$ cat src/rtl/down_timer_pkg.sv
// Shared definitions for the down_timer: default width and the two FSM states.
// ST_IDLE/ST_RUN keep the same encoding as the lab's up counter.
package down_timer_pkg;

  localparam int DEFAULT_WIDTH = 5;

  typedef enum logic {
    ST_IDLE = 1'b0,
    ST_RUN  = 1'b1
  } state_t;

endpackage

$ cat src/rtl/down_timer.sv
// Loadable down-counter with terminal-count strobe and optional auto-reload.
// Priority per posedge is rst > load > enab. Expiry is the enabled decrement from 1.
module down_timer
  import down_timer_pkg::*;
#(
  parameter int WIDTH = DEFAULT_WIDTH
) (
  input  logic             clk,
  input  logic             rst,
  input  logic [WIDTH-1:0] cnt_in,
  input  logic             load,
  input  logic             enab,
  input  logic             auto_reload,
  output logic [WIDTH-1:0] cnt_out,
  output logic             busy,
  output logic             zero,
  output logic             tc_pulse
);

  state_t           state_reg, state_next;
  logic [WIDTH-1:0] cnt_reg, cnt_next;
  logic [WIDTH-1:0] reload_reg, reload_next;
  logic             tc_reg, tc_next;

  always_ff @(posedge clk) begin
    if (rst) begin
      state_reg  <= ST_IDLE;
      cnt_reg    <= '0;
      reload_reg <= '0;
      tc_reg     <= 1'b0;
    end else begin
      state_reg  <= state_next;
      cnt_reg    <= cnt_next;
      reload_reg <= reload_next;
      tc_reg     <= tc_next;
    end
  end

  always_comb begin
    state_next  = state_reg;
    cnt_next    = cnt_reg;
    reload_next = reload_reg;
    tc_next     = 1'b0;

    if (load) begin
      cnt_next    = cnt_in;
      reload_next = cnt_in;
      state_next  = (cnt_in != '0) ? ST_RUN : ST_IDLE;
    end else begin
      case (state_reg)
        ST_RUN: begin
          if (enab) begin
            if (cnt_reg == WIDTH'(1)) begin
              tc_next = 1'b1;
              if (auto_reload) begin
                cnt_next = reload_reg;
              end else begin
                cnt_next   = '0;
                state_next = ST_IDLE;
              end
            end else if (cnt_reg != '0) begin
              // A zero count cannot occur in RUN; guarding keeps the count from wrapping.
              cnt_next = cnt_reg - WIDTH'(1);
            end
          end
        end
        default: begin
          state_next = ST_IDLE;
        end
      endcase
    end
  end

  assign cnt_out  = cnt_reg;
  assign busy     = (state_reg == ST_RUN);
  assign zero     = (cnt_reg == '0);
  assign tc_pulse = tc_reg;

endmodule

$ cat config.mk
export PLATFORM = sky130hd
export DESIGN_NAME = down_timer
export DESIGN_NICKNAME = d
export VERILOG_FILES = /design/src/rtl/down_timer_pkg.sv /design/src/rtl/down_timer.sv
export SDC_FILE = /design/constraint.sdc
export NUM_CORES = 1
export LEC_CHECK = 0
export BUFFER_PORTS_ARGS = -buffer_cell sky130_fd_sc_hd__buf_4
export CAP_MARGIN = 30
export CORE_MARGIN = 4
export CORE_UTILIZATION = 52
export DETAILED_ROUTE_END_ITERATION = 10
export PLACE_DENSITY = 0.78
export SETUP_SLACK_MARGIN = 0.02
export SLEW_MARGIN = 15
export SYNTH_ARGS = -nofsm -noshare
export SYNTH_HDL_FRONTEND = slang
export SYNTH_SLANG_ARGS = --single-unit
$ cat constraint.sdc
create_clock -name clk -period 4.4 [get_ports clk]
set_clock_uncertainty 0.05 [all_clocks]
set_input_delay 0.88 -clock clk [delete_from_list [all_inputs] [get_ports clk]]
set_output_delay 0.88 -clock clk [all_outputs]
set_load 0.01 [all_outputs]
; Word level (Yosys, flattened, before mapping)
; Index checks and enable logic that the tools add are counted.
[word_totals]
regBits = 12
latch_bits = 0
mem_bits_rw = 0
romBits = 0
inputBits = 10
out_inout_bits = 8
wordCells = 29
mem_count = 0
[op_classes]
addsub = 1
mul = 0
div = 0
order_cmp = 0
n_eq_ne = 1
n_shift = 0
n_mux = 13
n_bitwise = 2
n_reduce_logical = 8
[ops]
columns = cell, n
row1 = 5-bit 2-to-1 mux, 6
row2 = 5-bit nonzero test, 2
row3 = 1-bit 2-to-1 mux, 7
row4 = "5-bit by 1-bit == test with 1-bit output, second input constant", 1
row5 = 5-bit zero test, 1
row6 = "5-bit by 1-bit subtractor with 5-bit output, second input constant", 1
row7 = 2-bit nonzero test, 2
row8 = 4-bit OR reduction, 1
row9 = 3-bit AND reduction, 1
row10 = 3-bit nonzero test, 1
row11 = 1-bit NOT, 2

; Depth between registers and ports, before layout
[logic_depth]
depth_word = 6
depth_mapped = 7
depth_no_buf = 7

; Worst setup path before layout
; Ideal clock, no wire load.
[synth_path]
path_kind = register -> output
start = reg cnt_reg[0] (netlist: cnt_out[0])
end = out zero
t_arrival_ns = 1.163
t_required_ns = 3.470
path_slack_ns = 2.307
stages_incl_launch_ff = 5
n_path_buf = 0
path_cell_list = dfxtp_1 > inv_1 > ha_1 > or4b_4 > clkinv_2
[synth_between]
elab_chain_cells = 1
[synth_rtl]
columns = element, line_no
row1 = "start, declared", down_timer.sv:21  ; logic [WIDTH-1:0] cnt_reg, cnt_next;
row2 = "start signal, assigned", down_timer.sv:33  ; cnt_reg <= cnt_next;
row3 = 5-bit zero test, down_timer.sv:76  ; assign zero = (cnt_reg == '0);
row4 = "end, declared", down_timer.sv:16  ; output logic zero,
; Every way passes these cells.

; Worst setup path in the final report
[layout_path]
start = reg cnt_reg[1] (netlist: cnt_out[1])
end = out zero
; Same word-level chain as after synthesis.

==> out/metrics.cfg <==
[finish]
antenna_cells = 0
area_growth_pct = 22.3
nFillCells = 118
drive_gt1_frac = 0.280
final_common_cell = buf_4
fin_nets = 114
layout_common_cells = 17 x buf_4, 12 x dfxtp_1, 7 x nand2_1, 7 x nor2_1, 6 x a21oi_1

[critical_path]
r2r_end = cnt_out[0]
crit_buf_inv = 3
critical-path-slowest-cell = or4b_4
ff2ff_setup_slack_ns = 2.45
critPathKind = register to primary output
r2r_start = cnt_out[1]
worstSetupStartpointType = register
critPathTopFamily = simple AND/OR/NAND/NOR gates
reg2reg_depth = 6
worst_ep_required_time_ns = 3.47
slowest_delay_ns = 0.48
crit_fanout = 4
arrival_ns = 1.57
crit_chain = inv_1 > ha_1 > or4b_4 > clkinv_2 > buf_4
worst_setup_path_end_kind = primary output

[floorplan]
die_w_um = 45
ios = 18
placeableCoreArea_um2 = 1300
rows = 13
die_y_um = 45
design.die.area_um2 = 2030
start_util = 0.547

[logic_synthesis]
ys_seq_area_frac = 0.337
yosys-top-cells-area = dfxtp_1 34%, ha_1 5.3%, nand2b_1 4.4%, a21oi_1 4.2%, nand2_1 3.7%
yosysTopAreaCell = dfxtp_1
ys.flop_type = dfxtp_1
synth.ff_latch_count = 12
syn_avg_cell_area_um2 = 8.58
synth_edf_count = 0
ys_types = 36
synth_top_area_share = 0.337
syn_nets = 96
ys_warn_count = 0
syn_area_um2 = 712
ys_async_sr_fraction = 0
synthCells = 83

[route]
antenna_left = 0
drt_iter0_markers = 12
drtPass1Iterations = 4
avgViaCountPerCell = 5.48
routed_wl_um = 1510
vias = 630
post_drt_wl_per_cell_um = 13.1
drc = 0

[min_path]
hold_path.class = register to register
min_to = reload_reg[1]
worstHoldStart = reload_reg[1]
hold_depth = 2

[timing]
fin_setup_tns_ns = 0
hold_ws_ns = 0.417
setup_viol = 0
hold_viol = 0
finalCriticalPeriod_ns = 2.50
fmax_mhz = 400
slew_headroom = 0.537
slew_violations = 0
period_share = 0.568
rsz0062_at_grt = no
worst_pin_slew_ns = 0.693

[power]
total_power_mw = 0.281
power_frac_clock = 0.318
p_leak_nw = 0.377
power_frac_comb = 0.237
power_frac_seq = 0.445
power_density_nw_per_um2 = 322
p_switching_mw = 0.0817
internal_power_mw = 0.199
irDropWorstVdd_uv = 212
switching_share = 0.291

[clocking]
post_cts_resized = 0
clock_sinks = 12
cts_hold_buf = 0
cts_tree = built
clock_latency_ns = 0.28
post_cts_buffers = 0
path_clk_slew_ns = 0.07
cts_buffers = 3
cts_buffer_depth = 2
htree_levels = 1
cts_root_buf = clkbuf_4

[global_routing]
grt_max_degree = 18
first_global_vias = 587
met3_usage = 0.0239
grt_use_met2 = 0.268
grt_pass1_wl_um = 2510
antenna_found_initial = 0
grtUsageMet1 = 0.223
grt.busiest_layer = met2
overflow = 0
grt_use_total = 0.175

[job]
cap_violations = 0

[placement]
numPortBuffers = 17
place.gp.congestion = 0.812
hpwl_um = 1150

[status]
status = finished clean

==> Yosys cell counts, drive strengths merged (3+ instances only) <==
master  count
dfxtp      12
nand2       7
nor2        7
a21oi       6
inv         5
nand2b      5
o21ai       5
a31oi       4
and3        3
ha          3
==> worst max-delay path by stage <==
stage | start | end | slack [ns] | cells after the start
2_1_floorplan | cnt_out[0] | zero | 2.31 | 4
3_3_place_gp | cnt_out[0] | zero | 2.23 | 5
3_5_place_dp | cnt_out[0] | zero | 2.20 | 5
4_1_cts | cnt_out[1] | zero | 1.89 | 5
5_1_grt | cnt_out[0] | zero | 1.83 | 5
6_report | cnt_out[1] | zero | 1.90 | 5
==> through the flow <==
stage	setup WS [ns]	utilization	area, µm²	std cells
2_1_floorplan	2.31	-	712	83
3_3_place_gp	2.23	0.641	835	111
3_5_place_dp	2.20	0.641	835	111
4_1_cts	1.89	0.669	871	115
5_1_grt	1.83	0.669	871	115
6_report	1.90	0.669	871	115
==> power by group through the flow <==
stage | sequential [mW] | clock, mW | combinational, mW
2_1_floorplan | 0.127 | 0 | 0.0438
3_3_place_gp | 0.127 | 0 | 0.0661
3_5_place_dp | 0.127 | 0 | 0.0667
4_1_cts | 0.125 | 0.0916 | 0.0671
5_1_grt | 0.126 | 0.0961 | 0.0738
6_report | 0.125 | 0.0894 | 0.0665
==> routing by layer <==
| metal | vias to the layer above | routed length (µm) |
|---|---|---|
| li1 | 330 | - |
| met1 | 279 | 717 |
| met2 | 16 | 662 |
| met4 | 0 | 42 |
| met5 | - | 0 |
| met3 | 5 | 88 |
==> final cells by class <==
type	count	area, µm²	area share
inverters	6	23.8	0.0273
well taps	15	18.8	0.0216
multi-input cells	61	424	0.487
repair buffers	17	128	0.147
clock buffers	4	36.3	0.0417
flip-flops and latches	12	240	0.276
==> worst reg2reg max path: stages (launching register included) <==
cell and delay [ns]:
dfxtp_1 0.34, inv_1 0.12, ha_1 0.27, nor4b_2 0.62, and3_1 0.24, o21ai_0 0.07
a31oi_1 0.17
==> cell families after synthesis <==
logic type,synth area share
simple gates,0.264
compound gates,0.239
xor+xnor,0.0123
flops,0.337
buf+inv,0.0668
fa+ha+maj,0.0527
mux,0.0281
(Power assumes the default switching activity.)
